===== config.mk =====
export PLATFORM = sky130hd
export DESIGN_NAME = cache_axi_line_engine_flat
export DESIGN_NICKNAME = d
export VERILOG_FILES = /design/src/rtl/cache_axi_line_engine_if.sv /design/src/rtl/cache_axi_line_engine.sv /design/src/flat_wrapper.sv
export SDC_FILE = /design/constraint.sdc
export NUM_CORES = 1
export LEC_CHECK = 0
export CORE_MARGIN = 2
export CORE_UTILIZATION = 41
export DETAILED_ROUTE_END_ITERATION = 6
export PLACE_DENSITY = 0.88
export SYNTH_ARGS = -nofsm -noshare
export SYNTH_HDL_FRONTEND = slang
export SYNTH_SLANG_ARGS = --single-unit

===== constraint.sdc =====
create_clock -name clk -period 1.75 [get_ports clk]
set_input_delay 0.35 -clock clk [delete_from_list [all_inputs] [get_ports clk]]
set_output_delay 0.35 -clock clk [all_outputs]
set_load 0.01 [all_outputs]

===== src/rtl/cache_axi_line_engine_if.sv =====
// AXI4-Lite master bus between the line engine and the memory fabric.
// Single-beat channels only; the engine is the master side.
interface cache_axi_line_engine_if #(
    parameter int ADDR_WIDTH = 32,
    parameter int DATA_WIDTH = 32
);
    logic                    awvalid;
    logic                    awready;
    logic [ADDR_WIDTH-1:0]   awaddr;
    logic [2:0]              awprot;
    logic                    wvalid;
    logic                    wready;
    logic [DATA_WIDTH-1:0]   wdata;
    logic [DATA_WIDTH/8-1:0] wstrb;
    logic                    bvalid;
    logic                    bready;
    logic [1:0]              bresp;
    logic                    arvalid;
    logic                    arready;
    logic [ADDR_WIDTH-1:0]   araddr;
    logic [2:0]              arprot;
    logic                    rvalid;
    logic                    rready;
    logic [DATA_WIDTH-1:0]   rdata;
    logic [1:0]              rresp;

    modport master (
        output awvalid, awaddr, awprot, wvalid, wdata, wstrb, bready,
        output arvalid, araddr, arprot, rready,
        input  awready, wready, bvalid, bresp, arready, rvalid, rdata, rresp
    );

    modport slave (
        input  awvalid, awaddr, awprot, wvalid, wdata, wstrb, bready,
        input  arvalid, araddr, arprot, rready,
        output awready, wready, bvalid, bresp, arready, rvalid, rdata, rresp
    );
endinterface


===== src/rtl/cache_axi_line_engine.sv =====
// Line evict/refill engine: one cache line as WORDS_PER_LINE serial AXI4-Lite beats, one outstanding.
// Latency: per beat >= 2 cycles (addr/data + resp), plus one DONE cycle; cmd_ready only in IDLE.
// Backpressure: each channel waits on its ready/valid; optional CACHE_LINE_ENG_CRIT_WORD_EN gives critical-word-first order.
module cache_axi_line_engine #(
    parameter int ADDR_WIDTH = 32,
    parameter int DATA_WIDTH = 32,
    parameter int LINE_BYTES = 16,
    localparam int WORD_BYTES     = DATA_WIDTH / 8,
    localparam int WORDS_PER_LINE = LINE_BYTES / WORD_BYTES,
    localparam int OFFSET_BITS    = $clog2(LINE_BYTES),
    localparam int LINE_BITS      = LINE_BYTES * 8,
    localparam int IDX_W          = (WORDS_PER_LINE > 1) ? $clog2(WORDS_PER_LINE) : 1,
    localparam int WB_BITS        = $clog2(WORD_BYTES)
) (
    input  logic                   clk,
    input  logic                   rst_n,
    input  logic                   cmd_valid,
    output logic                   cmd_ready,
    input  logic                   cmd_is_evict,
    input  logic [ADDR_WIDTH-1:0]  cmd_line_addr,
    input  logic [LINE_BITS-1:0]   cmd_wline,
    input  logic [IDX_W-1:0]       cmd_word_off,
    output logic                   done_valid,
    output logic                   done_is_evict,
    output logic [1:0]             done_resp,
    output logic [LINE_BITS-1:0]   rline,
`ifdef CACHE_LINE_ENG_CRIT_WORD_EN
    output logic                   crit_valid,
`endif
    cache_axi_line_engine_if.master m
);
    typedef enum logic [2:0] {IDLE, W_ADDR, W_RESP, R_ADDR, R_DATA, DONE} state_t;

    state_t                            state_q, state_d;
    logic [ADDR_WIDTH-OFFSET_BITS-1:0] tag_q;
    logic [LINE_BITS-1:0]              wline_q;
    logic [LINE_BITS-1:0]              rline_q;
    logic                              is_evict_q;
    logic [IDX_W-1:0]                  beat_q;
    logic [IDX_W-1:0]                  start_q;
    logic [1:0]                        resp_q;
    logic                              aw_done_q;
    logic                              w_done_q;

    logic [IDX_W-1:0]       word_idx;
    logic [OFFSET_BITS-1:0] beat_off;
    logic [ADDR_WIDTH-1:0]  beat_addr;
    logic                   last_beat;
    logic                   aw_hs;
    logic                   w_hs;
    logic                   unused_bits;

    // Line offset bits are recomputed per beat, so the caller's low bits never reach the bus.
    assign unused_bits = ^{cmd_word_off, cmd_line_addr[OFFSET_BITS-1:0]};

    assign word_idx  = (start_q + beat_q) & IDX_W'(WORDS_PER_LINE - 1);
    assign beat_off  = OFFSET_BITS'(word_idx) << WB_BITS;
    assign beat_addr = {tag_q, beat_off};
    assign last_beat = (beat_q == IDX_W'(WORDS_PER_LINE - 1));

    assign m.awvalid = (state_q == W_ADDR) && !aw_done_q;
    assign m.awaddr  = beat_addr;
    assign m.awprot  = 3'b000;
    assign m.wvalid  = (state_q == W_ADDR) && !w_done_q;
    assign m.wdata   = wline_q[word_idx*DATA_WIDTH +: DATA_WIDTH];
    assign m.wstrb   = '1;
    assign m.bready  = (state_q == W_RESP);
    assign m.arvalid = (state_q == R_ADDR);
    assign m.araddr  = beat_addr;
    assign m.arprot  = 3'b000;
    assign m.rready  = (state_q == R_DATA);

    assign aw_hs = m.awvalid && m.awready;
    assign w_hs  = m.wvalid && m.wready;

    assign cmd_ready     = (state_q == IDLE);
    assign done_valid    = (state_q == DONE);
    assign done_is_evict = is_evict_q;
    assign done_resp     = resp_q;
    assign rline         = rline_q;

`ifdef CACHE_LINE_ENG_CRIT_WORD_EN
    assign crit_valid = (state_q == R_DATA) && m.rvalid && (beat_q == '0);
`endif

    function automatic logic [1:0] merge_resp(input logic [1:0] cur, input logic [1:0] nxt);
        return (cur == 2'b00) ? nxt : cur;
    endfunction

    always_ff @(posedge clk or negedge rst_n) begin
        if (!rst_n) state_q <= IDLE;
        else        state_q <= state_d;
    end

    always_comb begin
        state_d = state_q;
        case (state_q)
            IDLE:   if (cmd_valid) state_d = cmd_is_evict ? W_ADDR : R_ADDR;
            W_ADDR: if ((aw_done_q || aw_hs) && (w_done_q || w_hs)) state_d = W_RESP;
            W_RESP: if (m.bvalid) state_d = last_beat ? DONE : W_ADDR;
            R_ADDR: if (m.arready) state_d = R_DATA;
            R_DATA: if (m.rvalid) state_d = last_beat ? DONE : R_ADDR;
            DONE:   state_d = IDLE;
            default: state_d = IDLE;
        endcase
    end

    always_ff @(posedge clk or negedge rst_n) begin
        if (!rst_n) begin
            tag_q      <= '0;
            wline_q    <= '0;
            rline_q    <= '0;
            is_evict_q <= 1'b0;
            beat_q     <= '0;
            start_q    <= '0;
            resp_q     <= 2'b00;
            aw_done_q  <= 1'b0;
            w_done_q   <= 1'b0;
        end else begin
            case (state_q)
                IDLE: begin
                    if (cmd_valid) begin
                        tag_q      <= cmd_line_addr[ADDR_WIDTH-1:OFFSET_BITS];
                        wline_q    <= cmd_wline;
                        is_evict_q <= cmd_is_evict;
                        beat_q     <= '0;
                        resp_q     <= 2'b00;
                        aw_done_q  <= 1'b0;
                        w_done_q   <= 1'b0;
`ifdef CACHE_LINE_ENG_CRIT_WORD_EN
                        start_q    <= cmd_word_off;
`else
                        start_q    <= '0;
`endif
                    end
                end
                W_ADDR: begin
                    if (aw_hs) aw_done_q <= 1'b1;
                    if (w_hs)  w_done_q  <= 1'b1;
                end
                W_RESP: begin
                    // Both halves are rearmed for the next beat's address/data pair.
                    aw_done_q <= 1'b0;
                    w_done_q  <= 1'b0;
                    if (m.bvalid) begin
                        resp_q <= merge_resp(resp_q, m.bresp);
                        if (!last_beat) beat_q <= beat_q + 1'b1;
                    end
                end
                R_DATA: begin
                    if (m.rvalid) begin
                        rline_q[word_idx*DATA_WIDTH +: DATA_WIDTH] <= m.rdata;
                        resp_q <= merge_resp(resp_q, m.rresp);
                        if (!last_beat) beat_q <= beat_q + 1'b1;
                    end
                end
                default: ;
            endcase
        end
    end
endmodule


===== src/flat_wrapper.sv =====
// flat-port wrapper written by rule: the top's interface ports become plain ports
module cache_axi_line_engine_flat 
#(
    parameter int ADDR_WIDTH = 32,
    parameter int DATA_WIDTH = 32,
    parameter int LINE_BYTES = 16,
    localparam int WORD_BYTES     = DATA_WIDTH / 8,
    localparam int WORDS_PER_LINE = LINE_BYTES / WORD_BYTES,
    localparam int OFFSET_BITS    = $clog2(LINE_BYTES),
    localparam int LINE_BITS      = LINE_BYTES * 8,
    localparam int IDX_W          = (WORDS_PER_LINE > 1) ? $clog2(WORDS_PER_LINE) : 1,
    localparam int WB_BITS        = $clog2(WORD_BYTES)
)
  (clk, rst_n, cmd_valid, cmd_ready, cmd_is_evict, cmd_line_addr, cmd_wline, cmd_word_off, done_valid, done_is_evict, done_resp, rline, m_awvalid, m_awaddr, m_awprot, m_wvalid, m_wdata, m_wstrb, m_bready, m_arvalid, m_araddr, m_arprot, m_rready, m_awready, m_wready, m_bvalid, m_bresp, m_arready, m_rvalid, m_rdata, m_rresp);
  cache_axi_line_engine_if #(.ADDR_WIDTH(ADDR_WIDTH), .DATA_WIDTH(DATA_WIDTH)) m_i ();
  input  logic clk;
  input  logic rst_n;
  input  logic cmd_valid;
  output logic cmd_ready;
  input  logic cmd_is_evict;
  input  logic [ADDR_WIDTH-1:0] cmd_line_addr;
  input  logic [LINE_BITS-1:0] cmd_wline;
  input  logic [IDX_W-1:0] cmd_word_off;
  output logic done_valid;
  output logic done_is_evict;
  output logic [1:0] done_resp;
  output logic [LINE_BITS-1:0] rline;
  output wire logic [$bits(m_i.awvalid)-1:0] m_awvalid;
  output wire logic [$bits(m_i.awaddr)-1:0] m_awaddr;
  output wire logic [$bits(m_i.awprot)-1:0] m_awprot;
  output wire logic [$bits(m_i.wvalid)-1:0] m_wvalid;
  output wire logic [$bits(m_i.wdata)-1:0] m_wdata;
  output wire logic [$bits(m_i.wstrb)-1:0] m_wstrb;
  output wire logic [$bits(m_i.bready)-1:0] m_bready;
  output wire logic [$bits(m_i.arvalid)-1:0] m_arvalid;
  output wire logic [$bits(m_i.araddr)-1:0] m_araddr;
  output wire logic [$bits(m_i.arprot)-1:0] m_arprot;
  output wire logic [$bits(m_i.rready)-1:0] m_rready;
  input wire logic [$bits(m_i.awready)-1:0] m_awready;
  input wire logic [$bits(m_i.wready)-1:0] m_wready;
  input wire logic [$bits(m_i.bvalid)-1:0] m_bvalid;
  input wire logic [$bits(m_i.bresp)-1:0] m_bresp;
  input wire logic [$bits(m_i.arready)-1:0] m_arready;
  input wire logic [$bits(m_i.rvalid)-1:0] m_rvalid;
  input wire logic [$bits(m_i.rdata)-1:0] m_rdata;
  input wire logic [$bits(m_i.rresp)-1:0] m_rresp;
  assign m_awvalid = m_i.awvalid;
  assign m_awaddr = m_i.awaddr;
  assign m_awprot = m_i.awprot;
  assign m_wvalid = m_i.wvalid;
  assign m_wdata = m_i.wdata;
  assign m_wstrb = m_i.wstrb;
  assign m_bready = m_i.bready;
  assign m_arvalid = m_i.arvalid;
  assign m_araddr = m_i.araddr;
  assign m_arprot = m_i.arprot;
  assign m_rready = m_i.rready;
  assign m_i.awready = m_awready;
  assign m_i.wready = m_wready;
  assign m_i.bvalid = m_bvalid;
  assign m_i.bresp = m_bresp;
  assign m_i.arready = m_arready;
  assign m_i.rvalid = m_rvalid;
  assign m_i.rdata = m_rdata;
  assign m_i.rresp = m_rresp;
  cache_axi_line_engine #(.ADDR_WIDTH(ADDR_WIDTH), .DATA_WIDTH(DATA_WIDTH), .LINE_BYTES(LINE_BYTES)) u_core (.clk(clk), .rst_n(rst_n), .cmd_valid(cmd_valid), .cmd_ready(cmd_ready), .cmd_is_evict(cmd_is_evict), .cmd_line_addr(cmd_line_addr), .cmd_wline(cmd_wline), .cmd_word_off(cmd_word_off), .done_valid(done_valid), .done_is_evict(done_is_evict), .done_resp(done_resp), .rline(rline), .m(m_i));
endmodule

# After elaboration in Yosys (flattened, before gate mapping)
# Index checks and enable logic that the tools add are counted.
# word_totals
mem_bits_ro,0
word_cells,74
input_bits,207
memories,0
ram_bits,0
latchBits,0
out_inout_bits,244
regBits,294
# op_classes
reduce_logical,20
magnitude_cmp,0
div,0
n_shift,3
eq_ne,15
add_sub_neg,2
muxes,25
bitwise,0
mul,0
# op_table
op,count
$bwmux 128,1
$shift 32x34->128 const A,1
$shiftx 128x8->32,1
$shiftx 32x34->128,1
$neg 7->34,1
$mux 3,7
$mux 2,9
$pmux 3 s5,1
$ne 2x1->1 const B,7
$pmux 2 s3,2
$eq 3x2->1 const B,2
$eq 3x3->1 const B,2
$pmux 1 s3,2
$reduce_and 3->1,2
$reduce_and 6->1,1
$reduce_bool 3->1,2
$logic_and 1x1->1,5
$reduce_and 5->1,1
$ne 2x2->1 const B,2
$reduce_and 2->1,2
$reduce_and 4->1,1
$eq 3x1->1 const B,1
$logic_not 3->1,1
$mux 1,3
5 further kinds,7

# Logic depth before layout (Yosys ltp)
# Gate-level depths: netlist of the first run.
# depth
ltp_word,7
mapped_depth,7
ltp_nobuf,5

# Least setup slack after synthesis of the first run
# Ideal clock, no wire load.
# synth_path
path_kind,flip-flop to flip-flop
start,register u_core.beat_q[0]
end,"register u_core.rline_q[10], in the netlist u_core.rline[10]"
required_time_ns,1.667
arrival_ns,1.901
stages_incl_launch_ff,8
period_less_slack_ns,1.984
path_buffers,2
setup_ns,0.083
path_slack_ns,-0.234
cell_sequence,dfrtp_1 > buf_4 > inv_1 > ha_1 > nor3b_2 > clkbuf_1 > nand2_1 > o21ai_0
# synth_between
elab_chain_len,3
elab_cells_between_ends,4
classes_between,add/sub: 1; shift: 2; mux: 1
# synth_lines
element,line,source
start: declaration,cache_axi_line_engine.sv:39,logic [IDX_W-1:0] beat_q;
start signal: assignment,cache_axi_line_engine.sv:147,if (!last_beat) beat_q <= beat_q + 1'b1;
start signal: assignment,cache_axi_line_engine.sv:154,if (!last_beat) beat_q <= beat_q + 1'b1;
$neg 7->34 (*),cache_axi_line_engine.sv:152,rline_q[word_idx*DATA_WIDTH +: DATA_WIDTH] <= m.rdata;
$shiftx 32x34->128 / $shift 32x34->128 (equally long branches),cache_axi_line_engine.sv:152,
$bwmux 128 (*),cache_axi_line_engine.sv:152,
end signal: indexed assignment,cache_axi_line_engine.sv:152,
end: declaration,cache_axi_line_engine.sv:37,logic [LINE_BITS-1:0] rline_q;
# Mark *: on every way between the ends. The rest lies on a longest branch, timed or not.
# A chain may end at the register's enable or synchronous reset.

# Final worst setup path of the first run
# layout_path
start,register u_core.beat_q[0]
end,output m_wdata[24]
# layout_between
elab_chain_len,1
# layout_lines
element,line,source
$shiftx 128x8->32,cache_axi_line_engine.sv:65,assign m.wdata = wline_q[word_idx*DATA_WIDTH +: DATA_WIDTH];
end: declaration,flat_wrapper.sv:32,output wire logic [$bits(m_i.wdata)-1:0] m_wdata;
# No other way between the ends.

==> results of run 1 <==
[placed cells by master, fill, tap and decap left out, drive strengths merged, types with 2 or more instances in the layout]
| cell type | n |
|---|---|
| a21o | 2 |
| a21oi | 4 |
| a22oi | 2 |
| and2 | 3 |
| buf | 159 |
| bufbuf | 5 |
| clkbuf | 52 |
| clkdlybuf4s50 | 220 |
| clkinv | 9 |
| clkinvlp | 2 |
| conb | 14 |
| dfrtp | 294 |
| dlygate4sd2 | 147 |
| dlymetal6s2s | 19 |
| ha | 6 |
| inv | 4 |
| mux2 | 157 |
| mux2i | 2 |
| mux4 | 32 |
| nand2 | 267 |
| nand2b | 2 |
| nor2 | 2 |
| nor2b | 5 |
| nor3 | 4 |
| nor3b | 4 |
| o21ai | 135 |
| o32ai | 2 |
[per-layer routing]
metal | part of all wire (%) | track usage [%] | wire length (um)
met2 | 52 | 46.5 | 23600
met1 | 36 | 30.2 | 16500
met5 | 0.031 | 0 | 14
met3 | 9.1 | 6.93 | 4160
met4 | 3.4 | 9.95 | 1550
[worst register-to-register path: stages (launching register included)]
cell and delay (ns):
dfrtp_2 0.42, buf_4 0.16, buf_6 0.14, clkinvlp_4 0.11, buf_4 0.15, ha_4 0.19, nor3b_4 0.19, buf_6 0.15
bufbuf_16 0.29, nand2_1 0.09, o21ai_1 0.13
[flip-flops by register name, summed over array words and instances (netlist names)]
| signal | count |
|---|---|
| u_core.done_resp | 2 |
| u_core.done_is_evict | 1 |
| u_core.tag_q | 28 |
| u_core.wline_q | 128 |
| u_core.w_done_q | 1 |
| u_core.aw_done_q | 1 |
| u_core.state_q | 3 |
| u_core.rline | 128 |
| u_core.beat_q | 2 |
[layout make-up]
cell class,instances,area (sq um),area share [%]
timing repair buffer,559,5940,29.6
sequential,294,7360,36.6
tap,402,503,2.50
clock buffer,44,895,4.45
inverter,6,30.0,0.149
antenna,1,2.50,0.0125
multi-input combinational,653,5270,26.2
clock inverter,10,82.6,0.411
[power by group through the flow]
stage / logic (W) / clock network, W / registers, W
after detailed placement: 0.0148 / 0 / 0.0111
final: 0.0173 / 0.00640 / 0.0112
after global routing: 0.0181 / 0.00680 / 0.0114
after floorplan: 0.00871 / 0 / 0.0108
after CTS: 0.0160 / 0.00647 / 0.0110
after global placement: 0.0143 / 0 / 0.0110
[kinds of logic after synthesis]
| kind of cell | after synthesis |
|---|---|
| DFF | 294 |
| adders and majority gates | 6 |
| and+or+nand+nor | 289 |
| xor gates and xnor gates | 1 |
| other | 2 |
| muxes | 191 |
| AOI/OAI and AO/OA | 152 |
| buffers and inverters | 117 |
[worst max path at each step]
stage / startpoint / endpoint / slack [ns] / cells after the start
6_report: u_core.beat_q[0] / m_wdata[24] / -0.57 / 4
5_1_grt: u_core.beat_q[0] / m_wdata[16] / -0.63 / 4
4_1_cts: u_core.beat_q[0] / m_wdata[25] / -0.66 / 5
3_5_place_dp: u_core.beat_q[0] / m_wdata[4] / -0.34 / 3
3_3_place_gp: u_core.beat_q[0] / m_wdata[4] / -0.32 / 3
2_1_floorplan: u_core.beat_q[0] / m_wdata[0] / -0.06 / 3
[timing repair]
action	4_1_cts	5_1_grt
resized for setup	422	138
hold buffers	1	0
pin swaps	4	7
gates cloned	14	9
hold endpoints to repair	31	0
buffers inserted	26	10
setup endpoints to repair	457	353
[metrics by stage]
step                      cell area (sq um)  power, W  std cells
after detailed placement              18000    0.0259       1858
after CTS                             19500    0.0335       1952
after floorplan                       13300    0.0195       1064
after global routing                  20100    0.0363       1969
final                                 20100    0.0349       1969
after global placement                18000    0.0253       1858
==> summary.txt, run 1 <==
Crit start category: flop
Bufs on Longest Clock Path: 3
Routed wire length: 45800 um
Top Ports: 451
Register area share after synthesis: 55.9%
Synth Area in Simple Gates: 8.98%
Worst Slack Setup Final: -0.575 ns
RSZ-0062 raised after global routing: yes
Fmax: 430 MHz
Initial core utilization: 41.7%
# clock sinks: 294
Initial DRC count: 583
DRT antenna net count: 0
Post-synth ARST share: 100%
Vias/cell: 5.33
Layout fillers: 2209
Largest net degree at the start of global routing: 65
Flops & latches, synth: 294
IO buf count: 430
Die Ht: 183 um
Worst R2R Start: u_core.beat_q[0]
Worst path max stage delay: 0.56 ns
Worst-skew pair later-pin latency: 0.56 ns
Status: finished, violations left
EDFF count, synth: 0
Final core occ: 63.7%
Violated checks: setup timing
First-pass GRT wire length: 66500 um
Synth area leader: dfrtp_1
Layout cell share with drive strength beyond 1: 29.6%
Synth cell types: 41
Clk slew on worst S/H paths: 0.06 ns
DR WL/cell: 23.3 um
Most frequent cell after synthesis: dfrtp_1
Synth warnings: 0
R2r setup slk: -0.36 ns
Pint: 0.0231 W
Setup TNS: -62.35 ns
Overall die area: 33600 sq um
Comb power frac: 49.6%
Critical path fanouts, max: 6
CTS buffer count: 30
RD Place Congestion: 0.849
CP max stage cell: mux4_2
Synth Area in Compound Gates: 6.06%
Hold Slack: 0.310 ns
Hold Crit Class: primary input to async pin
# nets final: 1757
Fin. Hold Viols: 0
Setup CP Type: flop to primary output
Post-DP HPWL: 28500 um
Switching Fraction: 33.7%
Area grow syn2layout: 52.6%
CP arrival: 1.97 ns
CTS H-tree depth: 1
CP endpoint kind: primary output
Critical path's top delay family: multiplexers
Gr usage total: 26.1%
Min Tclk post-route: 2.32 ns
RR Endpoint: u_core.rline[50]
Vias in the first global route: 11049
FP Rows: 65
Clock network power share: 18.3%
Place WS: -0.339 ns
Ys flop type: dfrtp_1
Top-area cell type share of the netlist area: 55.9%
Leakage: 9.52 nW
Initial antenna violation count: 2
Worst vdd ir: 1220 uV
Remaining DRCs: 0
Critical Path RT: 1.40 ns
Power Density: 1730 nW/um^2
Routed via count: 10501
Root buf cell: clkbuf_16
Post-synthesis adder-cell area fraction: 0.570%
Seq pwr share: 32.1%
Crit path cell chain: buf_6, buf_16, mux4_2, buf_6
Die width: 183 um
NetSw: 0.0117 W
TritonRoute pass-1 iters: 5
Largest family of logic cells by synthesized area: multiplexers
Core Region: 31600 sq um
Total grt overflow: 0
Syn Inst Count: 1052
Final slew viol count: 0
Synth area leaders: dfrtp_1 (56%), mux2_4 (11%), nand2_1 (7.5%), mux4_2 (5.5%), mux2_2 (4.9%)
R2R depth: 10
Post-synthesis mux area share: 21.9%
Worst path bufs/invs: 3
Setup violators final: 345
Most used cell, CP: buf_6
Synth top cells by count: dfrtp_1 (294), nand2_1 (263), o21ai_0 (104)
Xor and xnor area share after synthesis: 0.0665%
Mapped cell area: 13200 sq um
TritonCTS clock tree: built
Max-capacitance violation count: 0
Final period utilization: 133%
Synth Area per Inst: 12.5 sq um
Skew final: 0.0154 ns
No activity file was read; power rests on OpenSTA's default activity.
==> run 2, diff against run 1 <==
SLEW_MARGIN = 0   (was default)
==> results of run 2 <==
No change in the layout: final DEF, timing and power equal those of run 1.
==> run 3, diff against run 2 <==
CAP_MARGIN = 20   (was default)
==> results of run 3 <==
No change in the layout: final DEF, timing and power equal those of run 1.
